File: src/rtl/pe_pkg.sv
// pe_pkg: shared definitions for the weight-stationary PE.
//   - default parameter constants
//   - shadow weight register state enum
//   - saturation bound helpers for an AW-bit signed value
package pe_pkg;

  localparam int DW_DEF  = 8;
  localparam int WW_DEF  = 8;
  localparam int AW_DEF  = 20;
  localparam int SAT_DEF = 1;

  typedef enum logic {
    SH_EMPTY = 1'b0,
    SH_FULL  = 1'b1
  } sh_state_e;

  // Largest / smallest representable value of an aw-bit signed number.
  function automatic logic signed [63:0] sat_max(input int aw);
    return (64'sd1 <<< (aw - 1)) - 64'sd1;
  endfunction

  function automatic logic signed [63:0] sat_min(input int aw);
    return -(64'sd1 <<< (aw - 1));
  endfunction

endpackage

File: src/rtl/pe_mac_db_if.sv
// pe_mac_db_if: data/control bundle of one PE.
//   Inputs from neighbours: x_i, x_vld_i, w_i, w_ld_i, w_swap_i, row_en_i, psum_i
//   Outputs: forwarded x/w controls, psum_o/psum_vld_o, w_rdy_o, ovf_o
//   slave  = PE side, master = driver (neighbour / bench) side.
interface pe_mac_db_if #(
  parameter int DW = 8,
  parameter int WW = 8,
  parameter int AW = 20
);
  logic signed [DW-1:0] x_i;
  logic                 x_vld_i;
  logic signed [WW-1:0] w_i;
  logic                 w_ld_i;
  logic                 w_swap_i;
  logic                 row_en_i;
  logic signed [AW-1:0] psum_i;

  logic signed [DW-1:0] x_o;
  logic                 x_vld_o;
  logic signed [WW-1:0] w_o;
  logic                 w_ld_o;
  logic                 w_swap_o;
  logic                 row_en_o;
  logic signed [AW-1:0] psum_o;
  logic                 psum_vld_o;
  logic                 w_rdy_o;
  logic                 ovf_o;

  modport slave (
    input  x_i, x_vld_i, w_i, w_ld_i, w_swap_i, row_en_i, psum_i,
    output x_o, x_vld_o, w_o, w_ld_o, w_swap_o, row_en_o,
           psum_o, psum_vld_o, w_rdy_o, ovf_o
  );

  modport master (
    output x_i, x_vld_i, w_i, w_ld_i, w_swap_i, row_en_i, psum_i,
    input  x_o, x_vld_o, w_o, w_ld_o, w_swap_o, row_en_o,
           psum_o, psum_vld_o, w_rdy_o, ovf_o
  );
endinterface

File: src/rtl/pe_sat_add.sv
// pe_sat_add: combinational AW-bit signed accumulate.
//   a, b : AW-bit signed operands (psum and sign-extended product)
//   sum  : AW-bit result, clamped (SAT=1) or wrapped (SAT=0)
//   ovf  : pulse when clamping (SAT=1) or signed overflow (SAT=0) occurs
module pe_sat_add import pe_pkg::*; #(
  parameter int AW  = AW_DEF,
  parameter int SAT = SAT_DEF
) (
  input  logic signed [AW-1:0] a,
  input  logic signed [AW-1:0] b,
  output logic signed [AW-1:0] sum,
  output logic                 ovf
);

  generate
    if (SAT != 0) begin : g_sat
      localparam logic signed [63:0] MAX64 = sat_max(AW);
      localparam logic signed [63:0] MIN64 = sat_min(AW);
      logic signed [AW:0] wide;

      // One guard bit is enough for the sum of two AW-bit values.
      always_comb begin
        wide = {a[AW-1], a} + {b[AW-1], b};
        sum  = wide[AW-1:0];
        ovf  = 1'b0;
        if (wide > (AW+1)'(MAX64)) begin
          sum = MAX64[AW-1:0];
          ovf = 1'b1;
        end else if (wide < (AW+1)'(MIN64)) begin
          sum = MIN64[AW-1:0];
          ovf = 1'b1;
        end
      end
    end else begin : g_wrap
      assign sum = a + b;
      assign ovf = (a[AW-1] == b[AW-1]) && (sum[AW-1] != a[AW-1]);
    end
  endgenerate

endmodule

File: src/rtl/pe_mac_db.sv
// pe_mac_db: weight-stationary MAC processing element with a double-buffered
// weight. psum_o = psum_i + act_w * x_i (1-cycle latency), or a bypass when no
// weight is active or the row is disabled. The shadow register takes loads
// while the active weight keeps computing; a swap promotes it bubble-free.
//   CLK : clock (rising edge)
//   RST : synchronous active-high reset
//   io  : pe_mac_db_if.slave, all neighbour-facing data and controls
module pe_mac_db import pe_pkg::*; #(
  parameter int DW  = DW_DEF,
  parameter int WW  = WW_DEF,
  parameter int AW  = AW_DEF,
  parameter int SAT = SAT_DEF
) (
  input logic         CLK,
  input logic         RST,
  pe_mac_db_if.slave  io
);

  generate
    if (AW < DW + WW) begin : g_bad_aw
      $error("pe_mac_db: AW must be >= DW+WW");
    end
  endgenerate

  // weight state
  sh_state_e            sh_q, sh_nxt;
  logic signed [WW-1:0] sh_w;
  logic signed [WW-1:0] act_w;
  logic                 act_vld;
  logic                 do_swap;

  // datapath state
  logic signed [AW-1:0] psum_q;
  logic                 psum_vld_q;
  logic                 ovf_q;

  // forwarded controls
  logic signed [DW-1:0] x_q;
  logic                 x_vld_q;
  logic signed [WW-1:0] w_q;
  logic                 w_ld_q, w_swap_q, row_en_q;

  // Shadow FSM. A swap only takes effect from FULL; a load always lands.
  always_comb begin
    sh_nxt  = sh_q;
    do_swap = 1'b0;
    case (sh_q)
      SH_EMPTY: begin
        if (io.w_ld_i) sh_nxt = SH_FULL;
      end
      SH_FULL: begin
        do_swap = io.w_swap_i;
        if (io.w_swap_i && !io.w_ld_i) sh_nxt = SH_EMPTY;
      end
      default: sh_nxt = SH_EMPTY;
    endcase
  end

  always_ff @(posedge CLK) begin
    if (RST) begin
      sh_q    <= SH_EMPTY;
      sh_w    <= '0;
      act_w   <= '0;
      act_vld <= 1'b0;
    end else begin
      sh_q <= sh_nxt;
      if (io.w_ld_i) sh_w <= io.w_i;
      // act_w takes the pre-load shadow value even when a load lands together.
      if (do_swap) begin
        act_w   <= sh_w;
        act_vld <= 1'b1;
      end
    end
  end

  // MAC: uses the current act_w, so a same-cycle swap still sees the old one.
  logic signed [DW+WW-1:0] prod;
  logic signed [AW-1:0]    prod_ext;
  logic signed [AW-1:0]    sum;
  logic                    add_ovf;
  logic                    mac_en;

  assign prod     = (DW+WW)'(io.x_i) * (DW+WW)'(act_w);
  assign prod_ext = AW'(prod);
  assign mac_en   = act_vld & io.row_en_i;

  pe_sat_add #(.AW(AW), .SAT(SAT)) u_add (
    .a   (io.psum_i),
    .b   (prod_ext),
    .sum (sum),
    .ovf (add_ovf)
  );

  always_ff @(posedge CLK) begin
    if (RST) begin
      psum_q     <= '0;
      psum_vld_q <= 1'b0;
      ovf_q      <= 1'b0;
      x_q        <= '0;
      x_vld_q    <= 1'b0;
      w_q        <= '0;
      w_ld_q     <= 1'b0;
      w_swap_q   <= 1'b0;
      row_en_q   <= 1'b0;
    end else begin
      psum_vld_q <= io.x_vld_i;
      if (io.x_vld_i) begin
        psum_q <= mac_en ? sum : io.psum_i;
        if (mac_en && add_ovf) ovf_q <= 1'b1;
      end
      x_q      <= io.x_i;
      x_vld_q  <= io.x_vld_i;
      w_q      <= io.w_i;
      w_ld_q   <= io.w_ld_i;
      w_swap_q <= io.w_swap_i;
      row_en_q <= io.row_en_i;
    end
  end

  assign io.psum_o     = psum_q;
  assign io.psum_vld_o = psum_vld_q;
  assign io.ovf_o      = ovf_q;
  assign io.w_rdy_o    = (sh_q == SH_EMPTY);
  assign io.x_o        = x_q;
  assign io.x_vld_o    = x_vld_q;
  assign io.w_o        = w_q;
  assign io.w_ld_o     = w_ld_q;
  assign io.w_swap_o   = w_swap_q;
  assign io.row_en_o   = row_en_q;

endmodule
File: src/flat_wrapper.sv
// flat-port wrapper written by rule: the top's interface ports become plain ports
module pe_mac_db_flat import pe_pkg::*;
#(
  parameter int DW  = DW_DEF,
  parameter int WW  = WW_DEF,
  parameter int AW  = AW_DEF,
  parameter int SAT = SAT_DEF
)
  (CLK, RST, io_x_i, io_x_vld_i, io_w_i, io_w_ld_i, io_w_swap_i, io_row_en_i, io_psum_i, io_x_o, io_x_vld_o, io_w_o, io_w_ld_o, io_w_swap_o, io_row_en_o, io_psum_o, io_psum_vld_o, io_w_rdy_o, io_ovf_o);
  pe_mac_db_if #(.DW(DW), .WW(WW), .AW(AW)) io_i ();
  input logic CLK;
  input logic RST;
  input wire logic [$bits(io_i.x_i)-1:0] io_x_i;
  input wire logic [$bits(io_i.x_vld_i)-1:0] io_x_vld_i;
  input wire logic [$bits(io_i.w_i)-1:0] io_w_i;
  input wire logic [$bits(io_i.w_ld_i)-1:0] io_w_ld_i;
  input wire logic [$bits(io_i.w_swap_i)-1:0] io_w_swap_i;
  input wire logic [$bits(io_i.row_en_i)-1:0] io_row_en_i;
  input wire logic [$bits(io_i.psum_i)-1:0] io_psum_i;
  output wire logic [$bits(io_i.x_o)-1:0] io_x_o;
  output wire logic [$bits(io_i.x_vld_o)-1:0] io_x_vld_o;
  output wire logic [$bits(io_i.w_o)-1:0] io_w_o;
  output wire logic [$bits(io_i.w_ld_o)-1:0] io_w_ld_o;
  output wire logic [$bits(io_i.w_swap_o)-1:0] io_w_swap_o;
  output wire logic [$bits(io_i.row_en_o)-1:0] io_row_en_o;
  output wire logic [$bits(io_i.psum_o)-1:0] io_psum_o;
  output wire logic [$bits(io_i.psum_vld_o)-1:0] io_psum_vld_o;
  output wire logic [$bits(io_i.w_rdy_o)-1:0] io_w_rdy_o;
  output wire logic [$bits(io_i.ovf_o)-1:0] io_ovf_o;
  assign io_i.x_i = io_x_i;
  assign io_i.x_vld_i = io_x_vld_i;
  assign io_i.w_i = io_w_i;
  assign io_i.w_ld_i = io_w_ld_i;
  assign io_i.w_swap_i = io_w_swap_i;
  assign io_i.row_en_i = io_row_en_i;
  assign io_i.psum_i = io_psum_i;
  assign io_x_o = io_i.x_o;
  assign io_x_vld_o = io_i.x_vld_o;
  assign io_w_o = io_i.w_o;
  assign io_w_ld_o = io_i.w_ld_o;
  assign io_w_swap_o = io_i.w_swap_o;
  assign io_row_en_o = io_i.row_en_o;
  assign io_psum_o = io_i.psum_o;
  assign io_psum_vld_o = io_i.psum_vld_o;
  assign io_w_rdy_o = io_i.w_rdy_o;
  assign io_ovf_o = io_i.ovf_o;
  pe_mac_db #(.DW(DW), .WW(WW), .AW(AW), .SAT(SAT)) u_core (.CLK(CLK), .RST(RST), .io(io_i));
endmodule
File: config.mk
export PLATFORM = sky130hd
export DESIGN_NAME = pe_mac_db_flat
export DESIGN_NICKNAME = d
export VERILOG_FILES = /design/src/rtl/pe_pkg.sv /design/src/rtl/pe_mac_db_if.sv /design/src/rtl/pe_sat_add.sv /design/src/rtl/pe_mac_db.sv /design/src/flat_wrapper.sv
export SDC_FILE = /design/constraint.sdc
export NUM_CORES = 1
export LEC_CHECK = 0
export CORE_UTILIZATION = 35
export DETAILED_ROUTE_END_ITERATION = 8
export GPL_TIMING_DRIVEN = 0
export PLACE_DENSITY = 0.66
export SYNTH_ARGS = -nofsm -noshare
export SYNTH_HDL_FRONTEND = slang
export SYNTH_SLANG_ARGS = --single-unit
File: constraint.sdc
create_clock -name CLK -period 9.81 [get_ports CLK]
set_input_delay 0.981 -clock CLK [delete_from_list [all_inputs] [get_ports CLK]]
set_output_delay 0.981 -clock CLK [all_outputs]
set_load 0.1 [all_outputs]
# ---- Yosys cells after proc, flatten, opt, wreduce, memory -nomap -nowiden
# Index checks and enable logic that the tools add are counted.
dict set report classes {
  mul 1
  reduce_logical 4
  bitwise_logic 2
  addsub 1
  muxes 9
  magnitude_cmp 2
}
# operator n
set ops {}
lappend ops {{$mux W20} 3}
lappend ops {{$add A20 B16 Y21} 1}
lappend ops {{$gt A21 B20 Y1 const B} 1}
lappend ops {{$lt A21 B20 Y1 const B} 1}
lappend ops {{$mul A8 B8 Y16} 1}
lappend ops {{$mux W1} 5}
lappend ops {{$logic_and A1 B1 Y1} 2}
lappend ops {{$pmux W1 S2} 1}
lappend ops {{$reduce_and A2 Y1} 1}
lappend ops {{$and A1 B1 Y1} 1}
lappend ops {{$logic_not A1 Y1} 1}
lappend ops {{$not A1 Y1} 1}
dict set report totals {
  reg_bits 59
  word_cells 31
}

# ---- Logic depth before layout (Yosys ltp)
dict set report logic_depth {
  word_depth 7
  ltp_mapped 21
  depth_no_buf 19
}

# ---- Modules after synthesis
# From an unflattened synthesis, not the netlist that was laid out.
dict set report hier_totals {
  cells_unflattened 697
  hier_area_um2 5913.2
}
# module n_inst area_per_inst_um2 seq_area_each_um2 cells_per_inst
set by_module_without_submodules {}
lappend by_module_without_submodules {pe_mac_db 1 4613.2 1181.1 519}
lappend by_module_without_submodules {pe_sat_add 1 1300.0 0.0 178}

# ---- Worst setup path after synthesis
# OpenSTA, ideal clock, no wires.
dict set report synth_timing {
  path_type {input port to flip-flop}
  startpoint {input port io_x_i[7]}
  endpoint {register u_core.psum_q[10] (netlist: u_core.io.psum_o[10])}
  cell_stages 17
  required_ns 9.672
  arrival_time_ns 6.165
  slack_ns 3.508
  path_buffers 1
  cell_sequence {clkbuf_1 > and2_1 > inv_1 > fa_1 > inv_1 > fa_1 > fa_1 > fa_1 > fa_1 > ha_1 > a21o_1 > a21oi_1 > a31oi_4 > o2111ai_2 > nand3_2 > a21oi_4 > o221ai_1}
}
dict set report synth_via {
  elab_chain_len 6
  elab_cells_between_ends 7
  classes_between {add/sub (1); mul (1); order compare (2); mux (3)}
}
# item line_no
set synth_rtl {}
lappend synth_rtl {{start, declared} flat_wrapper.sv:13} ;# input wire logic [$bits(io_i.x_i)-1:0] io_x_i;
lappend synth_rtl {{$mul A8 B8 Y16 *} pe_mac_db.sv:83} ;# assign prod = (DW+WW)'(io.x_i) * (DW+WW)'(act_w);
lappend synth_rtl {{$add A20 B16 Y21 *} pe_sat_add.sv:23} ;# wide = {a[AW-1], a} + {b[AW-1], b};
lappend synth_rtl {{$lt A21 B20 Y1} pe_sat_add.sv:29} ;# end else if (wide < (AW+1)'(MIN64)) begin
lappend synth_rtl {{$mux W20} pe_sat_add.sv:29}
lappend synth_rtl {{$mux W20 *} pe_sat_add.sv:26} ;# if (wide > (AW+1)'(MAX64)) begin
lappend synth_rtl {{$mux W20 *} pe_mac_db.sv:108} ;# psum_q <= mac_en ? sum : io.psum_i;
lappend synth_rtl {{end signal, assigned} pe_mac_db.sv:108}
lappend synth_rtl {{end, declared} pe_mac_db.sv:33} ;# logic signed [AW-1:0] psum_q;
# Every way passes the cells marked *; elsewhere a longest branch is shown, timed or not.
# A chain may end at the register's enable or synchronous reset.

# ---- Worst setup path after layout
# Ends and elaborated chain as after synthesis.

==> impl_metrics.env <==
export IMPL_grt_max_degree=14
export IMPL_maxSlewHeadroom_pct=33.41
export IMPL_grt_pass1_vias=4970
export IMPL_die_y_um=134.4
export IMPL_drive_above_1_share_pct=4.808
export IMPL_highest_layer="met4"
export IMPL_p_int_mw=0.5937
export IMPL_first_pass_iters=5
export IMPL_crit_fanout=13
export IMPL_leakage_nw=3.485
export IMPL_hold_depth=2
export IMPL_p_total_mw=0.9182
export IMPL_place_congestion=0.8235
export IMPL_slew_viol_final=0
export IMPL_area_delta_synth_final_pct=23.02
export IMPL_comb_power_share_pct=34.0
export IMPL_hold_viol=0
export IMPL_pwr_share_seq_pct=28.5
export IMPL_routed_via_density=4.913
export IMPL_post_dp_hpwl_mm=12.32
export IMPL_setup_tns_final_ns=0
export IMPL_nFillCells=1703
export IMPL_min_path_type="flip-flop to flip-flop"
export IMPL_synth_ff_type="dfxtp_1"
export IMPL_clk_latency_ns=0.33
export IMPL_cts_hold_fix_buffers=0
export IMPL_path_clk_slew_ns=0.05
export IMPL_arrival_ns=6.93
export IMPL_rsz0062_at_grt="false"
export IMPL_drc_errors=0
export IMPL_core_um2=17180
export IMPL_antenna_found_initial=0
export IMPL_skew_ns=0.008347
export IMPL_final_cell_mix="inv_1 (95), fa_1 (92), clkdlybuf4s50_1 (80)"
export IMPL_fmax_mhz=148.1
export IMPL_cts_setup_buffers=0
export IMPL_start_kind="input port"
export IMPL_die_area_um2=18050
export IMPL_dp_slack_ns=2.642
export IMPL_vias=4682
export IMPL_setup_viol=0
export IMPL_tightestPinTransition_ns=0.9957
export IMPL_synthCells=632
export IMPL_switching_share_pct=35.35
export IMPL_route_met2_wl_mm=7.202
export IMPL_drt_met1_wl_mm=7.128
export IMPL_outcome="finished, final reports clean"
export IMPL_worst_setup_path_type="input port to flip-flop"
export IMPL_cts_sink_count=59
export IMPL_final_common_cell="inv_1"
export IMPL_avgSynthCellArea_um2=9.703
export IMPL_p_per_area_nw_per_um2=121.7
export IMPL_crit_required_ns=9.99
export IMPL_p_clk_share_pct=37.5
export IMPL_switching_power_mw=0.3246
export IMPL_drtIter0Drc=170
export IMPL_track_usage_pct=18.88
export IMPL_ys_seq_elements=59
export IMPL_htreeDepth=3
export IMPL_cts_buffer_depth=2
export IMPL_wl_per_cell_um=16.15
export IMPL_boundaryPins=85
export IMPL_multi_input_comb_area_um2=4497
export IMPL_nets=905
export IMPL_crit_path_end_kind="flip-flop"
export IMPL_drv_cap=0
export IMPL_reg2reg_depth=17
export IMPL_die_w_um=134.4
export IMPL_routed_wl_met3_um=831
export IMPL_port_buffers=80
export IMPL_rows=48
export IMPL_synth_nets=814
export IMPL_cts_root_buf="clkbuf_16"
export IMPL_fin_crit_sh_pct=68.81
export IMPL_cts_buffers_inserted=9
export IMPL_diodes=0
export IMPL_yosys_warnings=0
export IMPL_wirelength_mm=15.39
export IMPL_dp_cells=937
export IMPL_grt_overflow_total=0
export IMPL_start_util_pct=35.70
export IMPL_synthArstFlopShare_pct=0
export IMPL_ys_seq_area_share_pct=19.26
export IMPL_final_setup_worst_slack_ns=3.060
export IMPL_cts_tree="done"
export IMPL_syn_cell_area_um2=6132
export IMPL_instances_no_fill=953
export IMPL_grt_pass1_wl_mm=26.08
export IMPL_synth_edff_count=0
export IMPL_antenna_left=0
export IMPL_ir_worst_vdd_v=0.00007802
export IMPL_layout_min_cycle_time_ns=6.750
export IMPL_cts_resized_gates=0
export IMPL_seq_area_um2=1181
export IMPL_synth_cell_type_count=57
-- routing by layer --
metal,global-route usage (%),vias up
li1,-,2257
met1,25.10,2291
met2,30.69,119
met3,4.762,15
met4,4.619,0
met5,0,-
-- cells in the mapped netlist (2+ instances only) --
master | count | area (um2)
o221ai_1 | 7 | 61.31
mux2i_1 | 8 | 80.08
a311oi_1 | 5 | 43.79
and3_1 | 6 | 37.54
o311a_1 | 5 | 50.05
nor2b_1 | 34 | 212.7
a21o_1 | 11 | 82.58
ha_1 | 48 | 600.6
xnor2_1 | 8 | 70.07
o2111ai_1 | 2 | 17.52
o21ai_0 | 10 | 50.05
nand3_1 | 13 | 65.06
inv_1 | 95 | 356.6
o211ai_2 | 2 | 25.02
a31oi_4 | 2 | 42.54
a41oi_1 | 3 | 26.28
a31oi_1 | 8 | 50.05
nand2b_1 | 8 | 50.05
a21oi_1 | 20 | 100.1
and2_1 | 34 | 212.7
nor2_1 | 31 | 116.4
buf_4 | 2 | 15.01
o211a_1 | 4 | 40.04
clkbuf_1 | 20 | 75.07
buf_1 | 2 | 7.510
o21a_1 | 3 | 22.52
dfxtp_1 | 59 | 1181
xor2_1 | 5 | 43.79
a211o_1 | 2 | 17.52
nor3_1 | 3 | 15.01
o31ai_1 | 2 | 15.01
fa_1 | 92 | 1842
nand2_1 | 46 | 172.7
or3_1 | 4 | 25.02
a211oi_1 | 6 | 45.04
-- worst max-delay path, stage by stage --
cell and delay, ns:
clkbuf_1 0.28, and2_1 0.82, inv_1 0.14, fa_1 0.53
inv_1 0.06, fa_1 0.52, fa_1 0.47, fa_1 0.52
fa_1 0.42, ha_1 0.37, a21o_1 0.21, a21oi_1 0.27
a31oi_4 0.19, o2111ai_2 0.32, nand3_2 0.28, a21oi_4 0.38
o221ai_1 0.18
-- path summary, 6_finish.rpt --
check | start | to | slack [ns]
worst min-delay path | u_core.sh_w[7] | u_core.act_w[7] | 0.47
worst min register to register | u_core.sh_w[7] | u_core.act_w[7] | 0.47
worst max-delay path | io_x_i[7] | u_core.io.psum_o[10] | 3.06
worst max register to register | u_core.act_w[0] | u_core.io.psum_o[10] | 3.36
-- final cells by class --
type | count | area share (%)
inverters | 95 | 4.727
clock inverters | 4 | 0.9620
repair buffers | 80 | 10.62
clock buffers | 12 | 3.400
flip-flops and latches | 59 | 15.66
multi-input cells | 454 | 59.61
plain buffers | 24 | 1.294
well taps | 225 | 3.732
-- sequential cells by signal, summed over array words and instances (netlist names) --
register,count
u_core.io.ovf_o,1
u_core.sh_w,8
u_core.sh_q,1
u_core.act_w,8
u_core.io.x_o,8
u_core.io.row_en_o,1
u_core.io.w_ld_o,1
u_core.io.w_o,8
u_core.act_vld,1
u_core.io.psum_o,20
u_core.io.w_swap_o,1
u_core.io.x_vld_o,1
-- cells by family (layout without fill, tap and decap cells) --
| family | after synthesis | count (layout) | share of synthesized area, % |
|---|---|---|---|
| buf+inv | 119 | 215 | 7.407 |
| fa+ha+maj | 140 | 140 | 39.83 |
| compound gates | 105 | 105 | 13.67 |
| mux | 9 | 9 | 1.490 |
| xor+xnor | 15 | 15 | 2.571 |
| flops | 59 | 59 | 19.26 |
| simple gates | 185 | 185 | 15.77 |
-- power by group through the flow --
stage	logic (mW)	clock network, mW	registers, mW
finish	0.312	0.344	0.262
floorplan	0.151	0	0.341
global placement	0.309	0	0.267
detailed placement	0.311	0	0.267
global route	0.342	0.361	0.263
CTS	0.313	0.351	0.262
-- stage by stage --
step	hold slack, ns	instance area (um2)	util [%]
after floorplan	0.4429	6132	-
after global placement	0.4573	7214	42.00
after detailed placement	0.4638	7214	42.00
after CTS	0.4709	7543	43.92
after global routing	0.4976	7543	43.92
final	0.4687	7543	43.92
Power figures use the tool's default switching activity.
